==> src/rtl/ctrl_noc_pkt_arbiter.sv <==
// ctrl_noc_pkt_arbiter: packet-atomic round-robin merge of NUM_SRCS ctrl-NoC flit streams.
// Latency: 0 cycles; the source-to-destination path is purely combinational with no flit storage.
// Backpressure: dst_arb_rdy is passed straight to the granted source only; other sources see rdy=0.
// Build option: define CTRL_NOC_ARB_STATS_EN to add per-source tail-flit packet counters (arb_pkt_cnt).

`ifndef CTRL_NOC1_DATA_W
`define CTRL_NOC1_DATA_W 64
`endif
`ifndef MSG_LENGTH_WIDTH
`define MSG_LENGTH_WIDTH 8
`endif

module ctrl_noc_pkt_arbiter #(
  parameter int NUM_SRCS   = 4,
  parameter int NUM_SRCS_W = $clog2(NUM_SRCS)
) (
  input  logic                                 clk,
  input  logic                                 rst_n,
  input  logic [NUM_SRCS-1:0]                  src_arb_val,
  input  logic [NUM_SRCS*`CTRL_NOC1_DATA_W-1:0] src_arb_data,
  output logic [NUM_SRCS-1:0]                  arb_src_rdy,
  output logic                                 arb_dst_val,
  output logic [`CTRL_NOC1_DATA_W-1:0]         arb_dst_data,
  input  logic                                 dst_arb_rdy,
  output logic [NUM_SRCS-1:0]                  arb_grant_oh,
  output logic                                 arb_busy
`ifdef CTRL_NOC_ARB_STATS_EN
  ,
  output logic [NUM_SRCS*32-1:0]               arb_pkt_cnt
`endif
);

  localparam int DW = `CTRL_NOC1_DATA_W;
  localparam int LW = `MSG_LENGTH_WIDTH;
  // routing_hdr_flit, MSB first: chipid(14) x(8) y(8) fbits(4) msg_len(LW) msg_type(8) mshr_tag(8) rsvd
  localparam int HDR_LEN_LSB = DW - 34 - LW;

  localparam logic [1:0] ST_ARB  = 2'd0;
  localparam logic [1:0] ST_BODY = 2'd1;

  logic [1:0]            state;
  logic [NUM_SRCS_W-1:0] prio_ptr;
  logic [NUM_SRCS_W-1:0] grant_idx;
  logic [LW-1:0]         flit_cnt;

  logic                  win_vld;
  logic [NUM_SRCS_W-1:0] win_idx;
  logic                  sel_vld;
  logic [NUM_SRCS_W-1:0] sel_idx;
  logic [NUM_SRCS-1:0]   sel_oh;
  logic                  xfer;
  logic [LW-1:0]         hdr_len;

  // Wrap-safe increment for any NUM_SRCS, power of two or not.
  function automatic logic [NUM_SRCS_W-1:0] ptr_inc(input logic [NUM_SRCS_W-1:0] idx);
    if (idx == NUM_SRCS_W'(NUM_SRCS - 1)) return '0;
    else return idx + NUM_SRCS_W'(1);
  endfunction

  // Round-robin search: first valid source at or above prio_ptr, wrapping.
  always_comb begin
    int cand;
    win_vld = 1'b0;
    win_idx = '0;
    cand    = 0;
    for (int k = NUM_SRCS - 1; k >= 0; k--) begin
      cand = int'(prio_ptr) + k;
      if (cand >= NUM_SRCS) cand = cand - NUM_SRCS;
      if (src_arb_val[NUM_SRCS_W'(cand)]) begin
        win_vld = 1'b1;
        win_idx = NUM_SRCS_W'(cand);
      end
    end
  end

  // Select the granted source: live winner in ARB, locked source in BODY; all quiet in reset.
  always_comb begin
    sel_vld  = 1'b0;
    sel_idx  = '0;
    arb_busy = 1'b0;
    case (state)
      ST_ARB: begin
        sel_vld = win_vld;
        sel_idx = win_idx;
      end
      ST_BODY: begin
        sel_vld  = 1'b1;
        sel_idx  = grant_idx;
        arb_busy = 1'b1;
      end
      default: begin
        sel_vld  = 1'bx;
        sel_idx  = 'x;
        arb_busy = 1'bx;
      end
    endcase
    if (!rst_n) begin
      sel_vld  = 1'b0;
      arb_busy = 1'b0;
    end
  end

  // Combinational output mux and handshake.
  always_comb begin
    sel_oh          = '0;
    sel_oh[sel_idx] = 1'b1;
    arb_grant_oh    = sel_vld ? sel_oh : '0;
    arb_src_rdy     = {NUM_SRCS{dst_arb_rdy}} & arb_grant_oh;
    arb_dst_val     = |(src_arb_val & arb_grant_oh);
    arb_dst_data    = sel_vld ? src_arb_data[sel_idx*DW +: DW] : '0;
    xfer            = arb_dst_val & dst_arb_rdy;
    hdr_len         = arb_dst_data[HDR_LEN_LSB +: LW];
  end

  // Packet FSM: header picks the owner, body flits count down to the tail.
  always_ff @(posedge clk or negedge rst_n) begin
    if (!rst_n) begin
      state     <= ST_ARB;
      prio_ptr  <= '0;
      grant_idx <= '0;
      flit_cnt  <= '0;
    end else begin
      case (state)
        ST_ARB: begin
          if (xfer) begin
            if (hdr_len == '0) begin
              prio_ptr <= ptr_inc(win_idx);
            end else begin
              grant_idx <= win_idx;
              flit_cnt  <= hdr_len;
              state     <= ST_BODY;
            end
          end
        end
        ST_BODY: begin
          if (xfer) begin
            flit_cnt <= flit_cnt - LW'(1);
            if (flit_cnt == LW'(1)) begin
              state    <= ST_ARB;
              prio_ptr <= ptr_inc(grant_idx);
            end
          end
        end
        default: state <= ST_ARB;
      endcase
    end
  end

`ifdef CTRL_NOC_ARB_STATS_EN
  logic        pkt_tail;
  logic [31:0] pkt_cnt [NUM_SRCS];

  assign pkt_tail = xfer & (((state == ST_ARB) & (hdr_len == '0)) |
                            ((state == ST_BODY) & (flit_cnt == LW'(1))));

  // Count completed packets per source on the tail flit; wraps naturally at 2^32.
  always_ff @(posedge clk or negedge rst_n) begin
    if (!rst_n) begin
      for (int i = 0; i < NUM_SRCS; i++) pkt_cnt[i] <= '0;
    end else if (pkt_tail) begin
      pkt_cnt[sel_idx] <= pkt_cnt[sel_idx] + 32'd1;
    end
  end

  for (genvar g = 0; g < NUM_SRCS; g++) begin : g_cnt
    assign arb_pkt_cnt[g*32 +: 32] = pkt_cnt[g];
  end
`endif

endmodule

==> config.mk <==
export PLATFORM = sky130hd
export DESIGN_NAME = ctrl_noc_pkt_arbiter
export DESIGN_NICKNAME = d
export VERILOG_FILES = /design/src/rtl/ctrl_noc_pkt_arbiter.sv
export SDC_FILE = /design/constraint.sdc
export NUM_CORES = 1
export LEC_CHECK = 0
export BUFFER_PORTS_ARGS = -buffer_cell sky130_fd_sc_hd__buf_2
export CAP_MARGIN = 20
export CORE_AREA = 2 2 131 133
export DETAILED_ROUTE_END_ITERATION = 8
export DIE_AREA = 0 0 133 135
export HOLD_SLACK_MARGIN = 0.06
export SYNTH_ARGS = -nofsm -noshare
export SYNTH_HDL_FRONTEND = slang
export SYNTH_SLANG_ARGS = --single-unit
==> constraint.sdc <==
create_clock -name clk -period 2.55 [get_ports clk]
set_input_delay 0.1275 -clock clk [delete_from_list [all_inputs] [get_ports clk]]
set_output_delay 0.1275 -clock clk [all_outputs]
set_load 0.05 [all_outputs]
**Yosys cells after proc, flatten, opt, wreduce, memory -nomap -nowiden**

Index checks and enable logic that the tools add are counted.
Widths: inputs -> output; s select.

- Add/sub/neg operators: 10
- Multiply operators: 0
- Divide/modulo/power cells: 0
- Magnitude comparators: 10
- Eq/ne operators: 9
- Shift-type cells: 1
- Muxes and demuxes: 49
- Bitwise gates (word level): 4
- Reduce and logical (&&, ||, !) cells: 9

Operator list:

| operator | count |
|---|---|
| $shiftx 256x9->64 | 1 |
| $mux 64 | 1 |
| $mux 2 | 18 |
| $mux 8 | 3 |
| $lt 2x4->1 const B | 4 |
| $pmux 8 s2 | 1 |
| $mux 1 | 15 |
| $pmux 2 s2 | 3 |
| $ne 2x2->1 const B | 5 |
| $ge 3x3->1 const B | 3 |
| $and 4x4->4 | 2 |
| $bmux 1 s2 | 4 |
| $eq 8x1->1 const B | 1 |
| $logic_not 8->1 | 1 |
| $reduce_and 4->1 | 2 |
| $sub 2x1->2 const B | 4 |
| $sub 8x1->8 const B | 1 |
| $add 2x2->3 const B | 2 |
| $reduce_and 5->1 | 1 |
| $add 2x1->2 const B | 2 |
| $eq 2x2->1 const B | 2 |
| $mux 4 | 1 |
| $pmux 1 s2 | 2 |
| $reduce_or 4->1 | 1 |
| other kinds (12) | 12 |

- Flip-flop bits (word level): 14
- Latch bits: 0
- Bits in writable memories: 0
- Bits in read-only memories: 0
- Input bits: 263
- Output and inout port bits: 74
- Logic and storage cells: 96
- Memories kept: 0

**Depth between registers and ports, before layout**

Gate-level depths: netlist of run 1.

- Depth after elaboration: 21
- Mapped depth: 11
- Gate-level depth less buffers: 8

**Worst setup path after synthesis of run 1**

No wires, ideal clock.

- Kind: reg-to-reg
- From: register state[0]
- To: register prio_ptr[1]
- Library setup time: 0.094 ns
- Arrival time: 3.169 ns
- Data required time: 2.456 ns
- Slack: -0.713 ns
- Stages on the path, launching flop included: 9
- Buffers on the path: 2
- Period minus slack after synthesis: 3.263 ns
- Path through: dfrtp_1 > clkbuf_1 > nand3_1 > o2bb2ai_1 > a222oi_1 > and4_1 > buf_4 > a41o_1 > a221oi_2

- Cells in the longest elaborated chain, start to end: 12
- Elaborated cells on any way between the ends: 24
- Those cells by class: order compare (2); eq/ne (5); shift (1); mux (8); bitwise (2); reduce/logical (6)

Ends and longest elaborated chain:

| element | RTL line | text |
|---|---|---|
| start: declaration | 41 | `logic [1:0] state;` |
| start signal: assignment | 118 | `state <= ST_ARB;` |
| start signal: assignment | 131 | `state <= ST_BODY;` |
| start signal: assignment | 139 | `state <= ST_ARB;` |
| $eq 2x1->1 / $logic_not 2->1 (equally long branches) | 81 | `case (state)` |
| $pmux 2 s2 | 81 |  |
| $lt 2x3->1 (not written as such) / $ge 2x1->1 (equally long branches) | 106 | `sel_oh[sel_idx] = 1'b1;` |
| $logic_and 1x1->1 (not written as such) | 106 |  |
| $mux 1 (not written as such) | 106 |  |
| $demux 1 s2 | 106 |  |
| $mux 4 * | 107 | `arb_grant_oh = sel_vld ? sel_oh : '0;` |
| via arb_grant_oh[2] | 25 | `output logic [NUM_SRCS-1:0] arb_grant_oh,` |
| $and 4x4->4 * | 109 | `arb_dst_val = \|(src_arb_val & arb_grant_oh);` |
| $reduce_or 4->1 * | 109 |  |
| $and 1x1->1 * | 111 | `xfer = arb_dst_val & dst_arb_rdy;` |
| $ne 2x2->1 (no source line) | -- |  |
| $reduce_and 5->1 (no source line) * | -- |  |
| end signal: assignment | 127 | `prio_ptr <= ptr_inc(win_idx);` |
| end signal: assignment | 140 | `prio_ptr <= ptr_inc(grant_idx);` |
| end: declaration | 42 | `logic [NUM_SRCS_W-1:0] prio_ptr;` |

Mark *: on every way through the listed nets, which the timed path passes. The rest lies on a longest branch.
A chain may end at the register's enable or synchronous reset.

**Worst setup path in the final report of run 1**

- From: register prio_ptr[0]
- To: register grant_idx[1]

- Cells in the longest elaborated chain, start to end: 20
- Elaborated cells on any way between the ends: 52
- Those cells by class: add/sub (7); order compare (6); shift (1); mux (31); bitwise (3); reduce/logical (4)

Ends and longest elaborated chain:

| element | RTL line | text |
|---|---|---|
| parallel branches: the longest is 20 deep, another holds $add 2x2->3 | -- |  |
| end signal: assignment | 129 | `grant_idx <= win_idx;` |
| end: declaration | 43 | `logic [NUM_SRCS_W-1:0] grant_idx;` |

Parallel ways; which one is timed is not known. The select of a mux whose other input is x is not followed.

==> results by group, run 1 <==
Global routing
  – Largest net degree at the start of global routing: 43
  – GRT Max-Usage Layer: met2
  – M2 GR Usage: 0.325
  – All-Layer GR Usage: 0.198
  – Grt total ovfl: 0
  – Vias in the first global route: ~5000
  – First-pass GRT wire length: ~28000 um
  – M3 GR Usage: 0.0428
  – Initial antenna violation count: 3
  – GR Util met1: 0.267

Min path
  – Hold path startpoint: src_arb_data[215]
  – Hold-critical path depth: 5
  – Hold-critical path endpoint: flit_cnt[1]
  – Hold/Removal Path Class: input port to flip-flop

Final layout
  – Fillers: 1626
  – Finished Cell Area: ~7000 sq um
  – Ant diodes: 0
  – Final Instance Count excl. Fillers: roughly 1000
  – Final nets: 1056
  – Area growth, synth to finish: 137%
  – Layout cell share with drive strength beyond 1: 0.729

Die
  – Core box area: around 16000 sq um
  – Die ar.: 18000 sq um
  – Row cnt: 47
  – Initial Util: 0.186
  – Die H: roughly 140 um
  – Die width: 133 um
  – I/O Pins: between 300 and 400

Yosys
  – Post-Syn Area: ~3000 sq um
  – Post-synth top flop: dfrtp_1
  – Syn Nets: between 600 and 700
  – Post-synthesis sequential area ratio: 0.107
  – Post-Synthesis Cells: just under 400
  – EDFF count, synth: 0
  – Synth cell types: 60
  – Mean Syn Cell Area: approximately 7.7 sq um
  – FFs w/ async S/R, synth: 1.00
  – FF+latch count, synth: 13
  – Synthesis Warnings: 0

Timing
  – Hold slack: approximately 0.43 ns
  – Fin crit period: 2.71 ns
  – Max Fclk: ~0.37 GHz
  – Setup ws final: -0.157 ns
  – Fin crit share: 1.06
  – Final setup fails: 69
  – Final Hold Viols: 0
  – Unrepaired setup endpoints after global routing: true
  – Slew HR: 0.596
  – Fin. max-slew vios: 0
  – Tightest Pin Transition: 0.607 ns
  – Clk_skew: 0.00123 ns

Drt
  – Via count: just over 5000
  – Per-cell routed wire length: 20.3 um
  – First-pass iteration count of the detailed router: 5
  – Antenna Nets Post-Route: 0
  – Drt via density: 5.11
  – Drt total wl: ~20000 um
  – DRC Markers: 0
  – Initial DRC Count: between 300 and 400

Clocking
  – CTS root buf: clkbuf_16
  – Clk buf depth: 2
  – Cts bufs inserted: 3
  – Htree depth: 1
  – Clock Latency Late Sink: 0.24 ns
  – CTS tree: yes
  – CTS sink cnt: 13
  – Reg clk slew, reported paths: around 0.050 ns

Setup path
  – Reg2reg start: prio_ptr[0]
  – Endpoint type of the worst setup path: flip-flop
  – Worst Path Arrival: approximately 2.8 ns
  – Crit path max fanout: 6
  – CP Class: flip-flop to flip-flop
  – Crit path from: prio_ptr[0]
  – Worst Path Required: between 2 and 3 ns
  – Worst setup SP type: flip-flop
  – Reg2Reg Capture Point: grant_idx[1]
  – Worst R2R Setup Slack: -0.16 ns
  – R2R cell count: 9

Outcome
  – Outcome: complete, but fails checks
  – Failing checks: setup timing

Place
  – DP Worst Slack: -0.299 ns
  – Placed Area: 5810 sq um
  – Dpl cells: 972
  – GP Congestion: 0.843
  – Port bufs: about 340
  – Detailed Place HPWL: roughly 15000 um

Power and ir drop
  – Pwr/cell area: 1370 nW/um^2
  – Leak: 3.29 nW
  – Worst VDD drop: roughly 0.00057 V

Flow run
  – MaxCap Viol Count: 0
[Yosys cell counts (2+ instances only)]
| cell | number | share of area |
|---|---|---|
| ha_1 | 3 | 0.012 |
| and4_1 | 3 | 0.0086 |
| a22oi_1 | 58 | 0.14 |
| nor2_1 | 18 | 0.022 |
| a222oi_1 | 3 | 0.0099 |
| nor2b_1 | 4 | 0.0082 |
| or3_1 | 3 | 0.0062 |
| inv_1 | 13 | 0.016 |
| mux2_1 | 5 | 0.018 |
| o21ai_1 | 5 | 0.0082 |
| or2_1 | 2 | 0.0041 |
| nand2_1 | 18 | 0.022 |
| o22ai_1 | 55 | 0.11 |
| nand3_1 | 7 | 0.012 |
| a32oi_1 | 5 | 0.014 |
| mux4_2 | 2 | 0.015 |
| mux2i_1 | 63 | 0.21 |
| and2_1 | 6 | 0.012 |
| nand2b_1 | 2 | 0.0041 |
| o2bb2ai_1 | 3 | 0.0086 |
| nand4_1 | 4 | 0.0082 |
| dfrtp_1 | 13 | 0.11 |
| clkbuf_1 | 29 | 0.036 |
| a221oi_2 | 2 | 0.0099 |
| buf_2 | 10 | 0.016 |
| nor3_1 | 8 | 0.013 |
| or4_1 | 4 | 0.0099 |
| o211ai_1 | 4 | 0.0099 |
| and3_1 | 3 | 0.0062 |
| o21ai_0 | 9 | 0.015 |
[metrics by stage]
step | total power, mW | util | TNS (ns)
after floorplan | 5.19 | - | -5.10
after global placement | 7.27 | 0.354 | -2.55
after detailed placement | 7.28 | 0.354 | -3.55
after CTS | 9.05 | 0.405 | -7.58
after global routing | 10.3 | 0.439 | -12.20
final | 9.84 | 0.439 | -4.70
[metal layers]
layer / wire [um] / up-vias
li1: - / 2393
met1: 8480 / 2443
met2: 9920 / 283
met3: 1710 / 32
met4: 344 / 6
met5: 32 / -
[critical path, cell delays in order (launching register included)]
cell	delay, ns
dfrtp_2	0.43
nand2b_4	0.15
and4_4	0.16
o31ai_4	0.23
buf_12	0.16
mux2_4	0.30
a222oi_1	0.41
and4_4	0.37
a21oi_4	0.08
mux2_4	0.29
[kinds of logic after synthesis]
kind of cell             count (synthesis)  synth area share
AO/OA/AOI/OAI                          162             0.399
multiplexers                            71             0.244
AND/OR/NAND/NOR                         90             0.163
flip-flops                              13             0.107
XOR/XNOR                                 1           0.00288
adder cells (fa/ha/maj)                  3            0.0123
buffers and inverters                   54            0.0719
[power breakdown]
group          internal, mW  switching (mW)
combinational          4.06            5.09
clock                 0.211          0.0915
sequential            0.283           0.106
[how the worst max path moves through the flow]
stage	to	depth (start not counted)	slack [ns]
final	grant_idx[1]	9	-0.16
after global routing	flit_cnt[2]	10	-0.29
after CTS	grant_idx[1]	9	-0.16
after detailed placement	grant_idx[1]	9	-0.30
after global placement	prio_ptr[0]	10	-0.23
after floorplan	arb_dst_data[41]	9	-0.26
[layout make-up]
type / instances / area, sq um / area share
well taps: 220 / 275 / 0.0382
clock buffers: 4 / 78.8 / 0.0109
repair buffers: 432 / 3190 / 0.443
inverters: 13 / 48.8 / 0.00677
multi-input cells: 327 / 3280 / 0.456
flip-flops and latches: 13 / 329 / 0.0457
[flip-flops by register name (all words and copies together) (netlist names)]
signal / flops
prio_ptr: 2
flit_cnt: 8
state: 1
grant_idx: 2
[timing repair]
item,in CTS,in global routing
pin swaps,15,70
hold buffers,1,0
resized for setup,151,78
setup buffers,13,12
hold endpoints to repair,13,0
gates cloned,4,7
setup endpoints to repair,78,77
[placed cells by master (no fill, tap or decap), drive strengths merged, types with 3 or more instances in the layout]
master   Yosys  layout
mux2         6       6
nand2       18      18
clkbuf      29      10
nand3        7       7
and4         3       3
ha           3       3
nand4        4       4
and2         6       6
o211ai       4       4
and3         3       3
a22oi       58      58
or2          4       4
a32oi        5       5
nor4         3       3
dfrtp       13      13
o2bb2ai      3       3
a222oi       3       3
nor2b        4       4
nor3         8       8
or4          4       4
a221oi       3       3
o22ai       55      55
mux2i       63      63
or3          3       3
inv         13      13
nor2        18      18
buf         12     424
o21ai       14      14
Note: power is estimated with default switching activity, not from simulation.
==> run 2: changes to the inputs <==
- MAX_ROUTING_LAYER: default -> met4
==> results by group, run 2 (synthesis results as in run 1) <==
Place
  – Detailed Place HPWL: 14800 um (unchanged)
  – Placed Area: 5810 sq um (unchanged)
  – DP Worst Slack: -0.299 ns (unchanged)
  – Dpl cells: 972 (unchanged)
  – Port bufs: 336 (unchanged)
  – GP Congestion: 0.858 (+1.7%)

Setup path
  – Cell Chain, Critical Path: nand2b_4, and4_4, o31ai_4, buf_12, mux2_4, a222oi_1, and4_4, a21oi_4, mux2_4
  – Crit path max fanout: 6 (unchanged)
  – Crit path from: prio_ptr[0]
  – R2R cell count: 9 (unchanged)
  – Critical Path Sink: grant_idx[1]
  – Worst setup SP type: flip-flop
  – Worst R2R Setup Slack: -0.15 ns (about the same)
  – Worst Path Arrival: 2.83 ns (about the same)
  – Biggest cell delay along the critical path: 0.43 ns (about the same)
  – Crit-path leading delay family: compound AO/OA/AOI/OAI gates
  – Worst Path Required: 2.68 ns (about the same)
  – Reg2Reg Capture Point: grant_idx[1]
  – CP Class: flip-flop to flip-flop
  – Slowest cell on crit path: dfrtp_2
  – WP buf/inv: 1 (unchanged)
  – Reg2reg start: prio_ptr[0]
  – Crit path depth: 9 (unchanged)
  – Endpoint type of the worst setup path: flip-flop

Clocking
  – Htree depth: 1 (unchanged)
  – CTS tree: yes
  – Cts bufs inserted: 3 (unchanged)
  – Reg clk slew, reported paths: 0.05 ns (about the same)
  – Clk buf depth: 2 (unchanged)
  – Clock Latency Late Sink: 0.24 ns (about the same)
  – CTS sink cnt: 13 (unchanged)
  – CTS root buf: clkbuf_16

Timing
  – Fin crit period: 2.70 ns (-0.00355 ns)
  – Clk_skew: 0.000988 ns (-0.000239 ns)
  – Slew HR: 0.588 (-0.00715)
  – Final Hold Viols: 0 (unchanged)
  – Final setup fails: 71 (+2.9%)
  – Tightest Pin Transition: 0.617 ns (+0.0107 ns)
  – Fin. max-slew vios: 0 (unchanged)
  – Setup ws final: -0.154 ns (+0.00355 ns)
  – Hold slack: 0.442 ns (+0.0112 ns)
  – Unrepaired setup endpoints after global routing: true
  – Fin crit share: 1.06 (-0.00139)
  – Max Fclk: 0.370 GHz (+0.13%)

Global routing
  – First-pass GRT wire length: 28100 um (about the same)
  – Grt total ovfl: 0 (unchanged)
  – Vias in the first global route: 4992 (+0.42%)
  – All-Layer GR Usage: 0.204 (+0.00616)
  – Initial antenna violation count: 3 (unchanged)
  – Largest net degree at the start of global routing: 43 (unchanged)

Final layout
  – Fillers: 1630 (+0.25%)
  – Max reg flops: 8 (unchanged)
  – Area of the multi-input gates: 3280 sq um (unchanged)
  – Commonest non-fill, non-tap cell in the layout: buf_2
  – Area growth, synth to finish: 137%
  – Final nets: 1056 (unchanged)
  – Biggest regs: flit_cnt x8, grant_idx x2, prio_ptr x2
  – Layout cell share with drive strength beyond 1: 0.729 (unchanged)
  – Reg with most FFs: flit_cnt
  – Final Instance Count excl. Fillers: 1013 (+0.40%)
  – Finished Cell Area: 7220 sq um (+0.14%)
  – Register area: 329 sq um (unchanged)
  – Commonest non-fill, non-tap cells in the layout: 272 x buf_2, 71 x buf_4, 62 x mux2i_1, 60 x buf_6, 53 x a22oi_2

Drt
  – Initial DRC Count: 304 (-2.6%)
  – Antenna Nets Post-Route: 0 (unchanged)
  – First-pass iteration count of the detailed router: 6 (+1)
  – Drt total wl: 20500 um (+0.31%)
  – Via count: 5171 (+0.27%)
  – Per-cell routed wire length: 20.3 um (about the same)
  – Drt via density: 5.10 (-0.12%)
  – DRC Markers: 0 (unchanged)

Die
  – Die H: 135 um (unchanged)
  – Initial Util: 0.186 (unchanged)
  – Die ar.: 18000 sq um (unchanged)
  – Row cnt: 47 (unchanged)
  – Core box area: 16400 sq um (unchanged)
  – I/O Pins: 337 (unchanged)
  – Die width: 133 um (unchanged)

Power and ir drop
  – Clk pwr share: 0.031 (about the same)
  – Flop pwr share: 0.040 (about the same)
  – Design internal power: 4.55 mW (about the same)
  – Leak: 3.29 nW (about the same)
  – Pwr/cell area: 1360 nW/um^2 (about the same)
  – Tot Pwr: 9.85 mW (about the same)
  – Sw Share: 0.538 (about the same)
  – Combinational Power Share: 0.930 (about the same)
  – Sw power: 5.30 mW (+0.16%)
  – Worst VDD drop: 0.000575 V (+0.19%)

Outcome
  – Outcome: complete, but fails checks
  – Failing checks: setup timing

Flow run
  – MaxCap Viol Count: 0 (unchanged)

Min path
  – Hold/Removal Path Class: input port to flip-flop
-- run 2: timing repair --
action	in CTS	in global routing
resized for setup	151	78
hold buffers	1	0
setup endpoints to repair	78	77
hold endpoints to repair	13	0
buffers inserted	13	12
cloned	4	7
pin swaps	15	70
-- run 2: metal layers --
layer	vias to the layer above	part of all wire	track usage	routed length, um
li1	2397	-	-	-
met1	2458	0.41	0.271	8510
met5	-	0	-	0
met4	0	0.016	0.0406	327
met3	26	0.084	0.0387	1720
met2	290	0.49	0.324	9980
-- run 2: layout make-up --
cell class,instances,area share
multi-input cells,327,0.455
flip-flops and latches,13,0.0456
inverters,13,0.00676
clock buffers,4,0.0109
repair buffers,432,0.442
well taps,220,0.0381
diodes,4,0.00139
-- run 2: worst min-delay path by stage --
stage	cells past startpoint	start	end	slack [ns]
6_report	5	src_arb_data[215]	flit_cnt[1]	0.44
4_1_cts	5	src_arb_data[216]	flit_cnt[2]	0.43
5_1_grt	5	src_arb_data[220]	prio_ptr[1]	0.47
2_1_floorplan	0	rst_n	flit_cnt[0]	-0.17
3_5_place_dp	2	rst_n	state[0]	0.18
3_3_place_gp	2	rst_n	grant_idx[0]	0.19
-- run 2: stage by stage --
stage | setup TNS [ns] | utilization
after floorplan | -5.10 | -
after global placement | -2.55 | 0.354
after detailed placement | -3.55 | 0.354
after CTS | -7.58 | 0.405
after global routing | -12.07 | 0.440
final | -4.94 | 0.440
-- run 2: power groups by stage --
stage               Clock [mW]  Combinational [mW]  Sequential (mW)
global placement             0                6.88            0.390
global route             0.323                9.57            0.405
CTS                      0.305                8.36            0.390
detailed placement           0                6.89            0.389
finish                   0.301                9.16            0.390
floorplan                    0                4.86            0.336
-- run 2: worst register-to-register path: cells and delay by family (launching register included) --
kind	cells	cell delay (ns)
simple gates	3	0.68
flops	1	0.43
mux	2	0.59
compound gates	3	0.73
buf+inv	1	0.16
==> run 3: changes to the inputs <==
- GPL_TIMING_DRIVEN: default -> 0
==> results by group, run 3 (synthesis results as in run 1) <==
Global routing
  – Vias in the first global route: 5075 (+1.7%)
  – Grt total ovfl: 0 (unchanged)
  – Largest net degree at the start of global routing: 14 (-67%)
  – All-Layer GR Usage: 0.208 (+0.00444)
  – Initial antenna violation count: 3 (unchanged)
  – First-pass GRT wire length: 28300 um (+0.76%)

Final layout
  – Layout cell share with drive strength beyond 1: 0.674 (-0.0543)
  – Max reg flops: 8 (unchanged)
  – Fillers: 1678 (+2.9%)
  – Reg with most FFs: flit_cnt
  – Area growth, synth to finish: 117%
  – Commonest non-fill, non-tap cells in the layout: 275 x buf_2, 57 x mux2i_1, 56 x buf_4, 49 x buf_6, 37 x a22oi_1
  – Final nets: 1035 (-2.0%)
  – Commonest non-fill, non-tap cell in the layout: buf_2
  – Biggest regs: flit_cnt x8, grant_idx x2, prio_ptr x2

Die
  – Initial Util: 0.186 (unchanged)
  – Die width: 133 um (unchanged)
  – Core box area: 16400 sq um (unchanged)
  – Die H: 135 um (unchanged)
  – I/O Pins: 337 (unchanged)
  – Row cnt: 47 (unchanged)
  – Die ar.: 18000 sq um (unchanged)

Power and ir drop
  – Design internal power: 3.86 mW (-15%)
  – Flop pwr share: 0.047 (+0.007)
  – Combinational Power Share: 0.919 (-0.011)
  – Sw Share: 0.563 (+0.0250)
  – Clk pwr share: 0.034 (+0.003)
  – Leak: 3.04 nW (-7.4%)
  – Pwr/cell area: 1330 nW/um^2 (-2.3%)
  – Worst VDD drop: 0.000610 V (+6.1%)
  – Tot Pwr: 8.82 mW (-10%)
  – Sw power: 4.97 mW (-6.3%)

Drt
  – Per-cell routed wire length: 19.9 um (-1.9%)
  – Drt total wl: 19700 um (-3.9%)
  – Initial DRC Count: 248 (-18%)
  – DRC Markers: 0 (unchanged)
  – Via count: 5024 (-2.8%)
  – First-pass iteration count of the detailed router: 5 (-1)
  – Drt via density: 5.06 (-0.79%)
  – Antenna Nets Post-Route: 0 (unchanged)

Setup path
  – Worst Path Required: 2.65 ns (-0.03 ns)
  – Endpoint type of the worst setup path: flip-flop
  – Crit path from: prio_ptr[1]
  – R2R cell count: 13 (+4)
  – Worst Path Arrival: 2.82 ns (about the same)
  – Crit path depth: 13 (+4)
  – Crit path max fanout: 8 (+2)
  – Worst setup SP type: flip-flop
  – WP buf/inv: 5 (+4)
  – Cell Chain, Critical Path: buf_6, nand2_2, a221oi_4, buf_6, nor4_4, buf_4, o2bb2ai_4, a222oi_1, buf_4, and4_4, buf_6, a41o_1, a221oi_2
  – Biggest cell delay along the critical path: 0.36 ns (-0.07 ns)
  – Critical Path Sink: prio_ptr[1]
  – Worst R2R Setup Slack: -0.17 ns (-0.02 ns)
  – CP Class: flip-flop to flip-flop
  – Slowest cell on crit path: a222oi_1
  – CP most frequent cell: buf_6
  – Crit-path leading delay family: compound AO/OA/AOI/OAI gates
  – Reg2Reg Capture Point: prio_ptr[1]
  – Reg2reg start: prio_ptr[1]

Place
  – GP Congestion: 0.897 (+4.6%)
  – Port bufs: 336 (unchanged)
  – Detailed Place HPWL: 15400 um (+3.8%)

Timing
  – Clk_skew: 0.00239 ns (+0.00140 ns)
  – Tightest Pin Transition: 0.701 ns (+0.0833 ns)
  – Fin. max-slew vios: 0 (unchanged)
  – Slew HR: 0.533 (-0.0556)
  – Fin crit share: 1.07 (+0.00654)
  – Fin crit period: 2.72 ns (+0.0167 ns)
  – Hold slack: 0.409 ns (-0.0334 ns)
  – Final setup fails: 35 (-51%)
  – Final Hold Viols: 0 (unchanged)
  – Unrepaired setup endpoints after global routing: true
  – Max Fclk: 0.368 GHz (-0.61%)
  – Setup ws final: -0.171 ns (-0.0167 ns)

Clocking
  – Clk buf depth: 2 (unchanged)
  – Clock Latency Late Sink: 0.24 ns (about the same)
  – Cts bufs inserted: 3 (unchanged)
  – CTS sink cnt: 13 (unchanged)
  – Reg clk slew, reported paths: 0.05 ns (about the same)
  – CTS tree: yes
  – CTS root buf: clkbuf_16
  – Htree depth: 1 (unchanged)

Outcome
  – Outcome: complete, but fails checks
  – Failing checks: setup timing

Flow run
  – MaxCap Viol Count: 0 (unchanged)

Min path
  – Hold/Removal Path Class: input port to flip-flop
  – Hold path startpoint: src_arb_data[89]
## run 3: cell count changes in the layout (fill, tap and decap cells not counted), moves of 7 or more
| cell | previous run | this run |
|---|---|---|
| buf_12 | 14 | 4 |
| clkbuf_8 | 0 | 7 |
| a22oi_2 | 53 | 21 |
| buf_6 | 60 | 49 |
| buf_4 | 71 | 56 |
| a22oi_1 | 5 | 37 |
## run 3: worst register-to-register path: cells and delay by family (launching register included)
kind / cells / cell delay, ns
AOI/OAI and AO/OA: 5 / 1.09
buffers and inverters: 5 / 0.78
DFF: 1 / 0.33
and+or+nand+nor: 3 / 0.38
## run 3: worst min path at each step
stage                             end  cells after the start  slack [ns]
final                     flit_cnt[3]                      5        0.41
after global routing      flit_cnt[3]                      5        0.47
after CTS                 flit_cnt[2]                      5        0.40
after detailed placement  flit_cnt[1]                      1        0.07
after global placement    flit_cnt[1]                      1        0.07
after floorplan           flit_cnt[0]                      0       -0.17
## run 3: routing by layer
metal	up-vias	GRT usage	wire, um	share of wire
met5	-	-	0	0
met3	21	0.0323	1570	0.079
met2	294	0.346	9470	0.48
met1	2360	0.271	8420	0.43
met4	0	0.0370	278	0.014
li1	2349	-	-	-
## run 3: power groups by stage
stage               registers [mW]  clock network (mW)  logic (mW)
floorplan                    0.336                   0        4.86
global placement             0.356                   0        6.35
detailed placement           0.356                   0        6.39
CTS                          0.408               0.310        8.10
global route                 0.432               0.320        8.48
finish                       0.413               0.303        8.11
## run 3: per-stage QoR
stage | area (sq um) | utilization | setup WS [ns] | cells | TNS (ns)
after floorplan | 3430 | - | -0.257 | 394 | -5.10
after global placement | 5390 | 0.329 | -1.02 | 950 | -59.08
after detailed placement | 5420 | 0.330 | -0.984 | 952 | -57.03
after CTS | 6580 | 0.401 | -0.196 | 988 | -3.81
after global routing | 6610 | 0.403 | -0.274 | 991 | -9.22
final | 6610 | 0.403 | -0.171 | 992 | -2.60
## run 3: area by class of cell
| cell class | count | area (sq um) | area share |
|---|---|---|---|
| multi-input cells | 327 | 3120 | 0.472 |
| repair buffers | 377 | 2380 | 0.359 |
| plain buffers | 34 | 374 | 0.0566 |
| flip-flops and latches | 13 | 329 | 0.0498 |
| well taps | 220 | 275 | 0.0416 |
| clock buffers | 4 | 78.8 | 0.0119 |
| inverters | 13 | 48.8 | 0.00738 |
| diodes | 4 | 10.0 | 0.00151 |
## run 3: timing repair
action / 4_1_cts / 5_1_grt
gates resized for setup: 225 / 25
setup buffers: 33 / 6
endpoints found under the setup margin: 81 / 78
pin swaps: 22 / 18
cloned: 3 / 0
hold endpoints to repair: 13 / 0
hold buffers: 1 / 0
